[config.mk]
export PLATFORM = sky130hd
export DESIGN_NAME = lives_hud_ctrl
export DESIGN_NICKNAME = d
export VERILOG_FILES = /design/src/rtl/lives_hud_ctrl.sv
export SDC_FILE = /design/constraint.sdc
export NUM_CORES = 1
export LEC_CHECK = 0
export BUFFER_PORTS_ARGS = -buffer_cell sky130_fd_sc_hd__buf_2
export CORE_MARGIN = 2
export CORE_UTILIZATION = 35
export CTS_BUF_LIST = sky130_fd_sc_hd__clkbuf_8
export CTS_CLUSTER_DIAMETER = 60
export DETAILED_ROUTE_END_ITERATION = 6
export PLACE_DENSITY = 0.54
export SLEW_MARGIN = 20
export SYNTH_ARGS = -nofsm -noshare
export SYNTH_HDL_FRONTEND = slang
export SYNTH_SLANG_ARGS = --single-unit
[constraint.sdc]
create_clock -name clk -period 4.5 [get_ports clk]
set_input_delay 0.9 -clock clk [delete_from_list [all_inputs] [get_ports clk]]
set_output_delay 0.9 -clock clk [all_outputs]
set_load 0.01 [all_outputs]
[src/rtl/lives_hud_ctrl.sv]
// HUD lives strip controller: tracks the life count, blinks the icon just lost,
// and maps the pixel coordinate onto slot offsets for the 32x32 icon drawer.
module lives_hud_ctrl #(
    parameter int TOP_LEFT_X   = 16,
    parameter int TOP_LEFT_Y   = 8,
    parameter int ICON_SIZE    = 32,
    parameter int SLOT_PITCH   = 64,
    parameter int MAX_LIVES    = 5,
    parameter int INIT_LIVES   = 3,
    parameter int BLINK_FRAMES = 48,
    parameter int BLINK_HALF   = 8
) (
    input  logic        clk,
    input  logic        reset,
    input  logic [10:0] pixelX,
    input  logic [10:0] pixelY,
    input  logic        startOfFrame,
    input  logic        lifeLost,
    input  logic        lifeGained,
    input  logic        gameRestart,
    output logic [10:0] offsetX,
    output logic [10:0] offsetY,
    output logic        InsideRectangle,
    output logic [3:0]  livesCount,
    output logic        gameOver
);

    localparam int CNT_W  = $clog2(BLINK_FRAMES + 1);
    localparam int HALF_W = $clog2(BLINK_HALF + 1);
    localparam int SHIFT  = $clog2(SLOT_PITCH);

    localparam logic [10:0] TLX        = 11'(TOP_LEFT_X);
    localparam logic [10:0] TLY        = 11'(TOP_LEFT_Y);
    localparam logic [10:0] ICON       = 11'(ICON_SIZE);
    localparam logic [10:0] STRIP_W    = 11'(MAX_LIVES * SLOT_PITCH);
    localparam logic [10:0] PITCH_MASK = 11'(SLOT_PITCH - 1);
    localparam logic [3:0]  MAX_L      = 4'(MAX_LIVES);
    localparam logic [3:0]  INIT_L     = 4'(INIT_LIVES);
    localparam logic [CNT_W-1:0]  FRAMES_END = CNT_W'(BLINK_FRAMES);
    localparam logic [HALF_W-1:0] HALF_END   = HALF_W'(BLINK_HALF);

    typedef enum logic [1:0] {
        ALIVE     = 2'd0,
        BLINK     = 2'd1,
        GAME_OVER = 2'd2
    } state_t;

    state_t              state_q, state_d;
    logic [3:0]          lives_q, lives_d;
    logic [3:0]          blink_slot_q, blink_slot_d;
    logic [CNT_W-1:0]    frame_cnt_q, frame_cnt_d;
    logic [HALF_W-1:0]   half_cnt_q, half_cnt_d;
    logic                phase_q, phase_d;
    logic                game_over_q, game_over_d;
    logic [10:0]         offset_x_q, offset_x_d;
    logic [10:0]         offset_y_q, offset_y_d;
    logic                inside_q, inside_d;

    logic                single_event;

    always_comb begin
        state_d      = state_q;
        lives_d      = lives_q;
        blink_slot_d = blink_slot_q;
        frame_cnt_d  = frame_cnt_q;
        half_cnt_d   = half_cnt_q;
        phase_d      = phase_q;
        single_event = (lifeLost ^ lifeGained) && (state_q != GAME_OVER);

        if (gameRestart) begin
            lives_d     = INIT_L;
            state_d     = ALIVE;
            frame_cnt_d = '0;
            half_cnt_d  = '0;
            phase_d     = 1'b0;
        end else if (single_event) begin
            // Any accepted event restarts the blink timing, even if a frame pulse coincides.
            frame_cnt_d = '0;
            half_cnt_d  = '0;
            if (lifeLost) begin
                if (lives_q > 4'd1) begin
                    lives_d      = lives_q - 4'd1;
                    state_d      = BLINK;
                    blink_slot_d = lives_q - 4'd1;
                    phase_d      = 1'b1;
                end else begin
                    lives_d = 4'd0;
                    state_d = GAME_OVER;
                    phase_d = 1'b0;
                end
            end else if (lives_q < MAX_L) begin
                lives_d = lives_q + 4'd1;
                if (state_q == BLINK && lives_q == blink_slot_q) begin
                    state_d = ALIVE;
                    phase_d = 1'b0;
                end
            end
        end else if (state_q == BLINK && startOfFrame) begin
            frame_cnt_d = frame_cnt_q + 1'b1;
            half_cnt_d  = half_cnt_q + 1'b1;
            if (half_cnt_d == HALF_END) begin
                half_cnt_d = '0;
                phase_d    = ~phase_q;
            end
            if (frame_cnt_d == FRAMES_END) begin
                state_d     = ALIVE;
                frame_cnt_d = '0;
                half_cnt_d  = '0;
                phase_d     = 1'b0;
            end
        end

        game_over_d = (state_d == GAME_OVER);
    end

    logic [10:0] rel_x, rel_y, slot, local_x;
    logic        in_band, visible;

    // Geometry looks at the registered count/phase, so the strip follows events one cycle later.
    always_comb begin
        rel_x   = pixelX - TLX;
        rel_y   = pixelY - TLY;
        in_band = (pixelX >= TLX) && (rel_x < STRIP_W) && (pixelY >= TLY) && (rel_y < ICON);
        slot    = rel_x >> SHIFT;
        local_x = rel_x & PITCH_MASK;
        visible = (slot < {7'd0, lives_q}) ||
                  ((state_q == BLINK) && (slot == {7'd0, blink_slot_q}) && phase_q);
        inside_d   = in_band && (local_x < ICON) && visible;
        offset_x_d = inside_d ? local_x : 11'd0;
        offset_y_d = inside_d ? rel_y   : 11'd0;
    end

    always_ff @(posedge clk) begin
        if (reset) begin
            state_q      <= ALIVE;
            lives_q      <= INIT_L;
            blink_slot_q <= '0;
            frame_cnt_q  <= '0;
            half_cnt_q   <= '0;
            phase_q      <= 1'b0;
            game_over_q  <= 1'b0;
            offset_x_q   <= '0;
            offset_y_q   <= '0;
            inside_q     <= 1'b0;
        end else begin
            state_q      <= state_d;
            lives_q      <= lives_d;
            blink_slot_q <= blink_slot_d;
            frame_cnt_q  <= frame_cnt_d;
            half_cnt_q   <= half_cnt_d;
            phase_q      <= phase_d;
            game_over_q  <= game_over_d;
            offset_x_q   <= offset_x_d;
            offset_y_q   <= offset_y_d;
            inside_q     <= inside_d;
        end
    end

    assign offsetX         = offset_x_q;
    assign offsetY         = offset_y_q;
    assign InsideRectangle = inside_q;
    assign livesCount      = lives_q;
    assign gameOver        = game_over_q;

endmodule

# Word level (Yosys, flattened, before mapping)
# Index checks and enable logic that the tools add are counted.
[classes]
n_lt_le_gt_ge = 8
bitwise = 4
n_reduce_logical = 20
eq_ne = 9
n_mux = 22
addsub = 6
[op_table]
columns = ["cell", "count"]
rows = [
  ["2-to-1 mux 4 bit", 5],
  ["2-to-1 mux 2 bit", 8],
  ["greater-or-equal comparator 11 x 4 -> 1 bit, second input constant", 1],
  ["greater-or-equal comparator 11 x 5 -> 1 bit, second input constant", 1],
  ["< comparator 11 x 6 -> 1 bit, second input constant", 1],
  ["< comparator 11 x 9 -> 1 bit, second input constant", 1],
  ["subtractor 11 x 4 -> 11 bit, second input constant", 1],
  ["subtractor 11 x 5 -> 11 bit, second input constant", 1],
  ["logical AND 1 bit", 10],
  ["adder 4 x 1 -> 4 bit, second input constant", 2],
  ["2-to-1 mux 1 bit", 8],
  ["AND reduction 4 bit", 2],
  ["adder 6 x 1 -> 6 bit, second input constant", 1],
  ["equality test 6 bit, second input constant", 1],
  ["< comparator 6 bit, second input constant", 1],
  ["2-to-1 mux 6 bit", 1],
  ["!= test 3 x 2 -> 1 bit, second input constant", 2],
  ["equality test 5 x 4 -> 1 bit", 1],
  ["< comparator 5 x 4 -> 1 bit", 1],
  ["equality test 4 bit", 1],
  ["equality test 4 bit, second input constant", 1],
  ["> comparator 4 x 1 -> 1 bit, second input constant", 1],
  ["< comparator 4 x 3 -> 1 bit, second input constant", 1],
  ["nonzero test 2 bit", 2],
  ["11 further kinds", 14],
]
[totals]
inputBits = 28
ff_bits = 45
wordCells = 80
output_inout_bits = 28

# Depth between registers and ports, before layout
# Gate-level depths: netlist of run 1.
[depth]
depth_word = 9
ltp_mapped = 9
ltp_nobuf = 8

# Worst setup path after synthesis of run 1
# OpenSTA, ideal clock, no wires.
[synth_timing]
path_kind = "input port to flip-flop"
startpoint = "input pixelX[4]"
endpoint = "register inside_q, in the netlist InsideRectangle"
slack_ns = 1.639
path_buffers = 1
t_required_ns = 4.362
setup_time_ns = 0.138
cell_stages = 9
arrival_time_ns = 2.723
path_cell_list = "inv_1 -> ha_1 -> or3b_2 -> xnor2_1 -> ha_1 -> o21ai_0 -> a21oi_1 -> clkbuf_1 -> a211oi_1"
[synth_between]
elab_chain_cells = 7
elab_cells_between_ends = 14
cone_classes = "add/sub: 1; order compare: 4; eq/ne: 1; reduce/logical: 8"
[synth_lines]
columns = ["element", "line", "rtl"]
rows = [
  ["from (decl)", "15", "input logic [10:0] pixelX,"],
  ["subtractor 11 x 5 -> 11 bit", "121", "rel_x = pixelX - TLX;"],
  ["< comparator 11 x 9 -> 1 bit", "123", "in_band = (pixelX >= TLX) && (rel_x < STRIP_W) && (pixelY >= TLY) && (rel_y < ICON);"],
  ["logical AND 1 bit (3 in a row)", "123", ""],
  ["logical AND 1 bit", "128", "inside_d = in_band && (local_x < ICON) && visible;"],
  ["logical AND 1 bit (*)", "128", ""],
  ["to (signal assigned)", "155", "inside_q <= inside_d;"],
  ["to (decl)", "57", "logic inside_q, inside_d;"],
]
# Mark *: on every way between the ends. The rest lies on a longest branch, timed or not.
# A chain may end at the register's enable or synchronous reset.

# Worst setup path after layout of run 1
[layout_timing]
startpoint = "input pixelX[4]"
endpoint = "register offset_y_q[4], in the netlist offsetY[4]"
[layout_between]
elab_chain_cells = 9
elab_cells_between_ends = 16
cone_classes = "add/sub: 1; order compare: 4; eq/ne: 1; bitwise: 1; reduce/logical: 9"
[layout_lines]
columns = ["element", "line", "rtl"]
rows = [
  ["subtractor 11 x 5 -> 11 bit (*)", "121", ""],
  ["via rel_x[4]", "116", "logic [10:0] rel_x, rel_y, slot, local_x;"],
  ["< comparator 11 x 9 -> 1 bit", "123", ""],
  ["logical AND 1 bit (3 in a row)", "123", ""],
  ["logical AND 1 bit (*) (2 in a row)", "128", ""],
  ["inverter 1 bit (no line) (*)", "-", ""],
  ["OR reduction 2 bit (no line) (*)", "-", ""],
  ["to (signal assigned)", "154", "offset_y_q <= offset_y_d;"],
  ["to (decl)", "56", "logic [10:0] offset_y_q, offset_y_d;"],
]
# The timed path passes the listed nets; every way through them passes the cells marked *.

==> results.yml, run 1 <==
cells_and_area:
  final_common_cell: "buf_2"
  regArea_um2: 800.8
  final_cells: 399
  fillers: 656
  area_delta_synth_final_pct: 17.83
  final_util: 0.4273
  insertedDiodeCount: 0
  final_cell_area_um2: 2729
  nNetsFinal: 361
  layout-drive-gt1-share: 0.2143
  multi_input_area_um2: 1425
  layout_common_cells: "buf_2 (50), dfxtp_1 (40), nand2_1 (25), nor2_1 (25), a211oi_1 (17)"
clocking:
  clock-sinks: 40
  htreeDepth: 2
  cts_made_buffers: 5
  postCtsSetupBuffers: 0
  cts_buffer_depth: 2
  cts_root_buf: "clkbuf_8"
  cts_resized: 0
  cts_hold_buf: 0
  cts.clk_slew.worst_paths_ns: 0.08
  cts_tree: "built"
  clkLatencyLatePin_ns: 0.29
power:
  vdd_ir_drop_max_uv: 104.6
  powerDensity_nw_per_um2: 264.3
  p_leak_nw: 1.081
  power_mw: 0.7213
yosys:
  synth_async_sr_flop_share: 0
  synth_top_area_frac: 0.3458
  synth_edf_count: 0
  ys_ff_latch: 40
  synth.largest_area_cell: "dfxtp_1"
  ys_top_cells_by_area: "dfxtp_1 (35%), ha_1 (6.5%), xnor2_1 (6.1%)"
  yosysWarnings: 0
  synth_area_um2: 2316
  synth_seq_area_share: 0.3458
  synth.distinct_cells: 57
  syn_inst: 266
  synth_ff_type: "dfxtp_1"
  avgSynthCellArea_um2: 8.707
drt:
  drt-wirelength-per-cell_um: 11.72
  first_iter_violations: 56
  ant_nets: 0
  drc: 0
  firstDrtPassIters: 4
  num_vias: 1965
  wl_um: 4677
  via_per_inst: 4.925
grt:
  antenna_found_initial: 0
  grt_overflow_total: 0
  grt_max_degree: 14
  grt_pass1_vias: 1818
  grt_pass1_wl_um: 8107
  track_usage: 0.1380
sta:
  relSlewSlack: 0.5518
  holdWs_ns: 0.5003
  fin_crit_sh: 0.6053
  setup_ws_ns: 1.776
  tightest_slew_ns: 0.6618
  timing.setup.tns_ns: 0
  fin_skew_ns: 0.005281
  post-route-min-period_ns: 2.724
  clock.fmax_mhz: 367.1
  slew_viol_final: 0
  finalSetupViolCount: 0
  rsz0062_at_grt: "false"
  hold_viol_final: 0
worst_setup_path:
  max_stage_delay_ns: 0.49
  cp-start-kind: "input port"
  cpMaxStageDelayCell: "or3b_2"
  path_delay_family: "simple AND/OR/NAND/NOR gates"
  critPathMaxFanout: 11
  path_cells: "buf_2 > inv_1 > ha_1 > or3b_2 > xnor2_1 > nor3_1 > nand3_1 > a2111oi_4"
  end_kind: "flip-flop"
  required_ns: 4.70
  crit_arrival_ns: 2.92
  path_class: "input port to flip-flop"
  path_buf_inv: 2
worst_hold_path:
  hold_path.class: "flip-flop to flip-flop"
place:
  finalWeightedCongestion: 0.8151
  dp.cells: 391
  port_buffers: 50
  dp_slack_ns: 1.472
  dp_hpwl_um: 3625
  place_area_um2: 2631
status:
  status: "completed"
floorplanning:
  core-area_um2: 6386
  die_height_um: 85.35
  die-area_um2: 7284
  num_io_pins: 56
  start_util: 0.3627
  fp.dieW_um: 85.35
  rows: 29
flow_run:
  maxCapViolations: 0
[registers in the layout, indices dropped and copies added (netlist names)]
signal / flops
InsideRectangle: 1
blink_slot_q: 4
frame_cnt_q: 6
gameOver: 1
half_cnt_q: 4
livesCount: 4
offsetX: 6
offsetY: 11
phase_q: 1
state_q: 2
[layer usage]
metal | vias to the layer above | part of all wire | GRT usage
met4 | 0 | 0.016 | 0.05195
met2 | 32 | 0.48 | 0.2273
li1 | 1042 | - | -
met3 | 8 | 0.033 | 0.03210
met1 | 883 | 0.48 | 0.1754
met5 | - | 0 | 0
[synthesized netlist by cell type, types with 5 or more instances]
master     n
xnor2_1   16
nand2_1   25
xor2_1     5
nor2_1    25
nand3_1    6
dfxtp_1   40
a211oi_1  17
o21ai_0    8
inv_1     12
buf_4      6
nor3_1     5
nand2b_1   7
ha_1      12
a21oi_1    9
[layout make-up]
| type | count | area share |
|---|---|---|
| well taps | 77 | 0.03530 |
| multi-input cells | 210 | 0.5222 |
| flip-flops and latches | 40 | 0.2934 |
| clock inverters | 2 | 0.005502 |
| repair buffers | 51 | 0.09445 |
| inverters | 13 | 0.01880 |
| clock buffers | 6 | 0.03026 |
[path summary, 6_finish.rpt]
kind / cells past startpoint / startpoint / slack (ns) / endpoint
setup / recovery: 8 / pixelX[4] / 1.78 / offsetY[4]
hold / removal: 2 / frame_cnt_q[1] / 0.50 / frame_cnt_q[1]
setup reg to reg: 7 / livesCount[0] / 2.34 / blink_slot_q[0]
hold reg to reg: 2 / frame_cnt_q[1] / 0.50 / frame_cnt_q[1]
[tightest hold or removal path: stages, from the launching register on]
cell	delay, ns
dfxtp_1	0.34
nand2_1	0.06
a21oi_1	0.06
[power breakdown]
part | switching (mW) | internal (mW) | total, mW
clock | 0.127 | 0.124 | 0.251
combinational | 0.0587 | 0.0446 | 0.103
sequential | 0.00617 | 0.361 | 0.367
[cells by family after synthesis]
group | after synthesis | share of synthesized area
AO/OA/AOI/OAI | 67 | 0.2258
flip-flops | 40 | 0.3458
multiplexers | 3 | 0.01297
AND/OR/NAND/NOR | 94 | 0.2031
other | 1 | 0.001619
XOR/XNOR | 22 | 0.08914
buffers and inverters | 27 | 0.05672
adder cells (fa/ha/maj) | 12 | 0.06483
No activity file was read; power rests on OpenSTA's default activity.
==> run 2, diff against run 1 <==
- ABC_AREA: unset -> 1
- PLACE_DENSITY: 0.54 -> 0.57
- clock period: 4.5 -> 2.3 ns (I/O delays scaled with it)
==> results.yml, run 2 <==
yosys:
  synth_area_um2: 2226
  synth_top_area_frac: 0.3598
  synth_edf_count: 0
  syn_inst: 320
  synthMostInstantiatedCell: "nand2_1"
  ys_ff_latch: 40
  ys_top_cells_by_area: "dfxtp_1 (36%), nand2_1 (12%), inv_1 (7.4%)"
  avgSynthCellArea_um2: 6.956
  synth_async_sr_flop_share: 0
  yosysWarnings: 0
  synth_ff_type: "dfxtp_1"
  synthTopCellsByCount: "nand2_1 (71), inv_1 (44), dfxtp_1 (40)"
  synth_seq_area_share: 0.3598
  synth.largest_area_cell: "dfxtp_1"
  synth.distinct_cells: 33
worst_setup_path:
  regToRegEndpoint: "gameOver"
  required_ns: 2.47
  rr_startpoint: "livesCount[0]"
  ff2ff_setup_slack_ns: 0.43
  critPathMaxFanout: 11
  path_depth: 14
  path_cells: "buf_2 > inv_1 > ha_1 > nand2_1 > nand2_1 > nand2_1 > ha_1 > nand2_1 > nand2_1 > nand2_1 > nand2_1 > nand2_1 > nand2_1 > nor2_1"
  crit_top_cell: "nand2_1"
  crit_arrival_ns: 2.05
  path_delay_family: "simple AND/OR/NAND/NOR gates"
  path_class: "input port to flip-flop"
  setup.worst_path.end: "offsetY[0]"
  end_kind: "flip-flop"
  cp-start-kind: "input port"
  max_stage_delay_ns: 0.28
  path_buf_inv: 2
  cpMaxStageDelayCell: "ha_1"
  reg2regPathDepth: 8
  worstSetupStartpoint: "pixelX[4]"
power:
  p_leak_nw: 1.311
  vdd_ir_drop_max_uv: 254.6
  powerDensity_nw_per_um2: 518.5
place:
  dp_hpwl_um: 3737
  finalWeightedCongestion: 0.8377
  port_buffers: 50
floorplanning:
  num_io_pins: 56
  start_util: 0.3567
  core-area_um2: 6241
  rows: 29
  fp.dieW_um: 83.75
  die_height_um: 83.75
  die-area_um2: 7013
sta:
  clock.fmax_mhz: 533.3
  finalSetupViolCount: 0
  holdWs_ns: 0.3367
  fin_skew_ns: 0.005168
  rsz0062_at_grt: "false"
  timing.setup.tns_ns: 0
  slew_viol_final: 0
  hold_viol_final: 0
  relSlewSlack: 0.6471
  post-route-min-period_ns: 1.875
  fin_crit_sh: 0.8153
  tightest_slew_ns: 0.5253
cells_and_area:
  layout-drive-gt1-share: 0.1937
  fillers: 697
  layout_common_cells: "nand2_1 (71), buf_2 (50), inv_1 (44), dfxtp_1 (40), nor2_1 (38)"
  final_common_cell: "nand2_1"
  nNetsFinal: 422
  area_delta_synth_final_pct: 19.17
  insertedDiodeCount: 0
  final_util: 0.4250
  largest_reg_flops: 11
clocking:
  cts_hold_buf: 0
  cts_buffer_depth: 2
  htreeDepth: 2
  postCtsSetupBuffers: 0
  cts_resized: 0
  cts_root_buf: "clkbuf_8"
  cts_tree: "built"
  cts.clk_slew.worst_paths_ns: 0.07
  cts_made_buffers: 5
  clkLatencyLatePin_ns: 0.29
  clock-sinks: 40
grt:
  grt_pass1_vias: 1915
  grt_overflow_total: 0
  track_usage: 0.1384
  grt_pass1_wl_um: 8155
  grt_max_degree: 13
  antenna_found_initial: 0
worst_hold_path:
  hold_path.class: "input port to flip-flop"
drt:
  drc: 0
  wl_um: 4643
  drt-wirelength-per-cell_um: 10.12
  firstDrtPassIters: 4
  ant_nets: 0
  first_iter_violations: 100
  via_per_inst: 4.658
  num_vias: 2138
flow_run:
  maxCapViolations: 0
status:
  status: "completed"
==> run 2: cell count changes in the layout (fill, tap and decap cells not counted), moves of 7 or more <==
cell,previous run,this run
inv_1,12,44
xnor2_1,16,2
nand3_1,6,26
a211oi_1,17,0
nand2b_1,7,0
nand2_1,25,71
nor2_1,25,38
a21oi_1,9,18
==> run 2: kinds of logic (layout without fill, tap and decap cells) <==
| family | after synthesis | in the layout | synth area share |
|---|---|---|---|
| compound gates | 40 | 40 | 0.1034 |
| flops | 40 | 40 | 0.3598 |
| xor+xnor | 8 | 8 | 0.03148 |
| other cells | 1 | 12 | 0.001685 |
| buf+inv | 56 | 107 | 0.1068 |
| simple gates | 163 | 163 | 0.3294 |
| fa+ha+maj | 12 | 12 | 0.06745 |
==> run 2: where the power goes <==
part           switching, mW  total, mW  internal, mW  leakage [nW]
logic                  0.131      0.214        0.0826         0.944
registers             0.0127      0.723         0.710         0.326
clock network          0.234      0.439         0.205        0.0400
==> run 2: worst min path at each step <==
stage,startpoint,end,cells past startpoint
6_report,pixelY[3],offsetY[3],2
5_1_grt,pixelY[3],offsetY[3],2
4_1_cts,pixelY[3],offsetY[3],2
3_5_place_dp,frame_cnt_q[5],frame_cnt_q[5],2
3_3_place_gp,frame_cnt_q[5],frame_cnt_q[5],2
2_1_floorplan,frame_cnt_q[5],frame_cnt_q[5],2
==> run 2: final cells by class <==
cell class | count | area (um^2) | share of cell area
Timing Repair Buffer | 52 | 265.3 | 0.1000
Clock buffer | 5 | 68.82 | 0.02594
Inverter | 48 | 180.2 | 0.06792
Sequential cell | 40 | 800.8 | 0.3019
Clock inverter | 2 | 12.51 | 0.004717
Tap cell | 77 | 96.34 | 0.03632
Multi-Input combinational cell | 235 | 1229 | 0.4632
==> run 2: worst reg2reg max path, delay by kind of cell, from the launching register on <==
family / cells / cell delay (ns)
simple gates: 4 / 0.79
flops: 1 / 0.39
buf+inv: 1 / 0.16
fa+ha+maj: 1 / 0.22
compound gates: 2 / 0.23
==> run 2: per-stage QoR <==
stage | instances | power (mW) | instance area (um^2) | setup slack, ns
after floorplan | 331 | 0.8864 | 2267 | 0.4764
after global placement | 452 | 0.9518 | 2571 | 0.1642
after detailed placement | 452 | 0.9535 | 2571 | 0.1020
after CTS | 459 | 1.403 | 2653 | 0.4130
after global routing | 459 | 1.458 | 2653 | 0.2220
final | 459 | 1.375 | 2653 | 0.4248
==> run 2: layer usage <==
metal / routed length [um] / GRT usage / share of wire / up-vias
li1: - / - / - / 1131
met1: 2074 / 0.1690 / 0.45 / 968
met2: 2336 / 0.2407 / 0.50 / 34
met3: 206 / 0.03759 / 0.044 / 5
met4: 26 / 0.03519 / 0.0056 / 0
met5: 0 / 0 / 0 / -
==> run 3, diff against run 2 <==
- PLACE_DENSITY: 0.57 -> 0.54
- clock period: 2.3 -> 1.89 ns (I/O delays scaled with it)
==> results.yml, run 3 (same netlist as run 2, synthesis figures left out) <==
status:
  status: "completed"
worst_setup_path:
  cp-start-kind: "flip-flop"
  path_cells: "inv_1 > ha_1 > nor2_1 > nor3_1 > buf_4 > nor2_1 > nor2_1 > a21oi_1 > a21oi_1"
  required_ns: 2.07
  rr_startpoint: "livesCount[0]"
  max_stage_delay_ns: 0.37
  cpMaxStageDelayCell: "dfxtp_1"
  crit_arrival_ns: 1.87
  worstSetupStartpoint: "livesCount[0]"
  critPathMaxFanout: 4
  end_kind: "flip-flop"
  crit_top_cell: "nor2_1"
  path_class: "flip-flop to flip-flop"
sta:
  clock.fmax_mhz: 592.9
  finalSetupViolCount: 0
  hold_viol_final: 0
  setup_ws_ns: 0.2033
  fin_skew_ns: 0.002669
  fin_crit_sh: 0.8925
  slew_viol_final: 0
  rsz0062_at_grt: "false"
  post-route-min-period_ns: 1.687
  holdWs_ns: 0.2483
grt:
  grt_overflow_total: 0
  grt_pass1_vias: 2024
  track_usage: 0.1449
  grt_max_degree: 14
  grt_pass1_wl_um: 8514
  antenna_found_initial: 0
clocking:
  cts_resized: 0
  htreeDepth: 2
  clkLatencyLatePin_ns: 0.29
  postCtsSetupBuffers: 0
  cts_tree: "built"
  cts_root_buf: "clkbuf_8"
  cts_buffer_depth: 2
  cts_made_buffers: 5
  cts_hold_buf: 0
  clock-sinks: 40
  cts.clk_slew.worst_paths_ns: 0.08
cells_and_area:
  final_common_cell: "nand2_1"
  insertedDiodeCount: 0
  layout_common_cells: "nand2_1 (71), buf_2 (50), inv_1 (44), dfxtp_1 (40), nor2_1 (38)"
  area_delta_synth_final_pct: 25.35
  final_util: 0.4471
  final_cells: 473
  nNetsFinal: 435
  largest_reg_flops: 11
  layout-drive-gt1-share: 0.2222
drt:
  drc: 0
  wl_um: 4917
  firstDrtPassIters: 4
  num_vias: 2172
  first_iter_violations: 71
  drt-wirelength-per-cell_um: 10.40
  ant_nets: 0
  via_per_inst: 4.592
place:
  finalWeightedCongestion: 0.8337
  port_buffers: 50
  dp_slack_ns: -0.03405
  dp.cells: 465
  dp_hpwl_um: 3986
floorplanning:
  num_io_pins: 56
  start_util: 0.3567
  die-area_um2: 7013
  die_height_um: 83.75
  rows: 29
  core-area_um2: 6241
  fp.dieW_um: 83.75
power:
  powerDensity_nw_per_um2: 678.1
  power_mw: 1.892
  vdd_ir_drop_max_uv: 344.9
  p_leak_nw: 1.396
worst_hold_path:
  hold_path.class: "input port to flip-flop"
  min_from: "pixelY[3]"
flow_run:
  maxCapViolations: 0
## run 3: cell count changes in the layout (fill, tap and decap cells not counted), sizes merged
cell	before	now
buf	52	65
clkbuf	5	6
clkinvlp	1	0
bufinv	0	1
## run 3: final timing paths
path / endpoint / slack, ns / depth (start not counted)
max: gameOver / 0.20 / 9
min: offsetY[3] / 0.25 / 2
min reg2reg: frame_cnt_q[5] / 0.49 / 2
max reg2reg: gameOver / 0.20 / 9
## run 3: layer usage
metal / GRT usage / wire (um) / share of wire / vias to the layer above
li1: - / - / - / 1154
met1: 0.1734 / 2205 / 0.45 / 973
met2: 0.2582 / 2408 / 0.49 / 38
met3: 0.03165 / 244 / 0.050 / 7
met4: 0.04399 / 59 / 0.012 / 0
met5: 0 / 0 / 0 / -
## run 3: where the power goes
group	internal, mW	switching (mW)	leakage, nW
combinational	0.116	0.167	1.01
clock	0.432	0.300	0.0614
sequential	0.864	0.0137	0.326
total	1.41	0.481	1.40
## run 3: final cells by class
class	instances	area (um^2)
Fill cell	673	3451
Multi-Input combinational cell	235	1229
Sequential cell	40	800.8
Timing Repair Buffer	65	362.8
Inverter	48	180.2
Tap cell	77	96.34
Clock buffer	6	82.58
Clock inverter	2	38.79
## run 3: per-stage QoR
step,instance area (um^2),TNS [ns]
detailed placement,2669,-0.3145
global placement,2669,-0.1599
finish,2790,0
CTS,2790,0
global route,2790,0
floorplan,2267,0
## run 3: worst max-delay path: cells and delay by family, from the launching register on
kind / cells / cell delay (ns)
compound gates: 2 / 0.30
fa+ha+maj: 1 / 0.21
flops: 1 / 0.37
simple gates: 4 / 0.48
buf+inv: 2 / 0.23
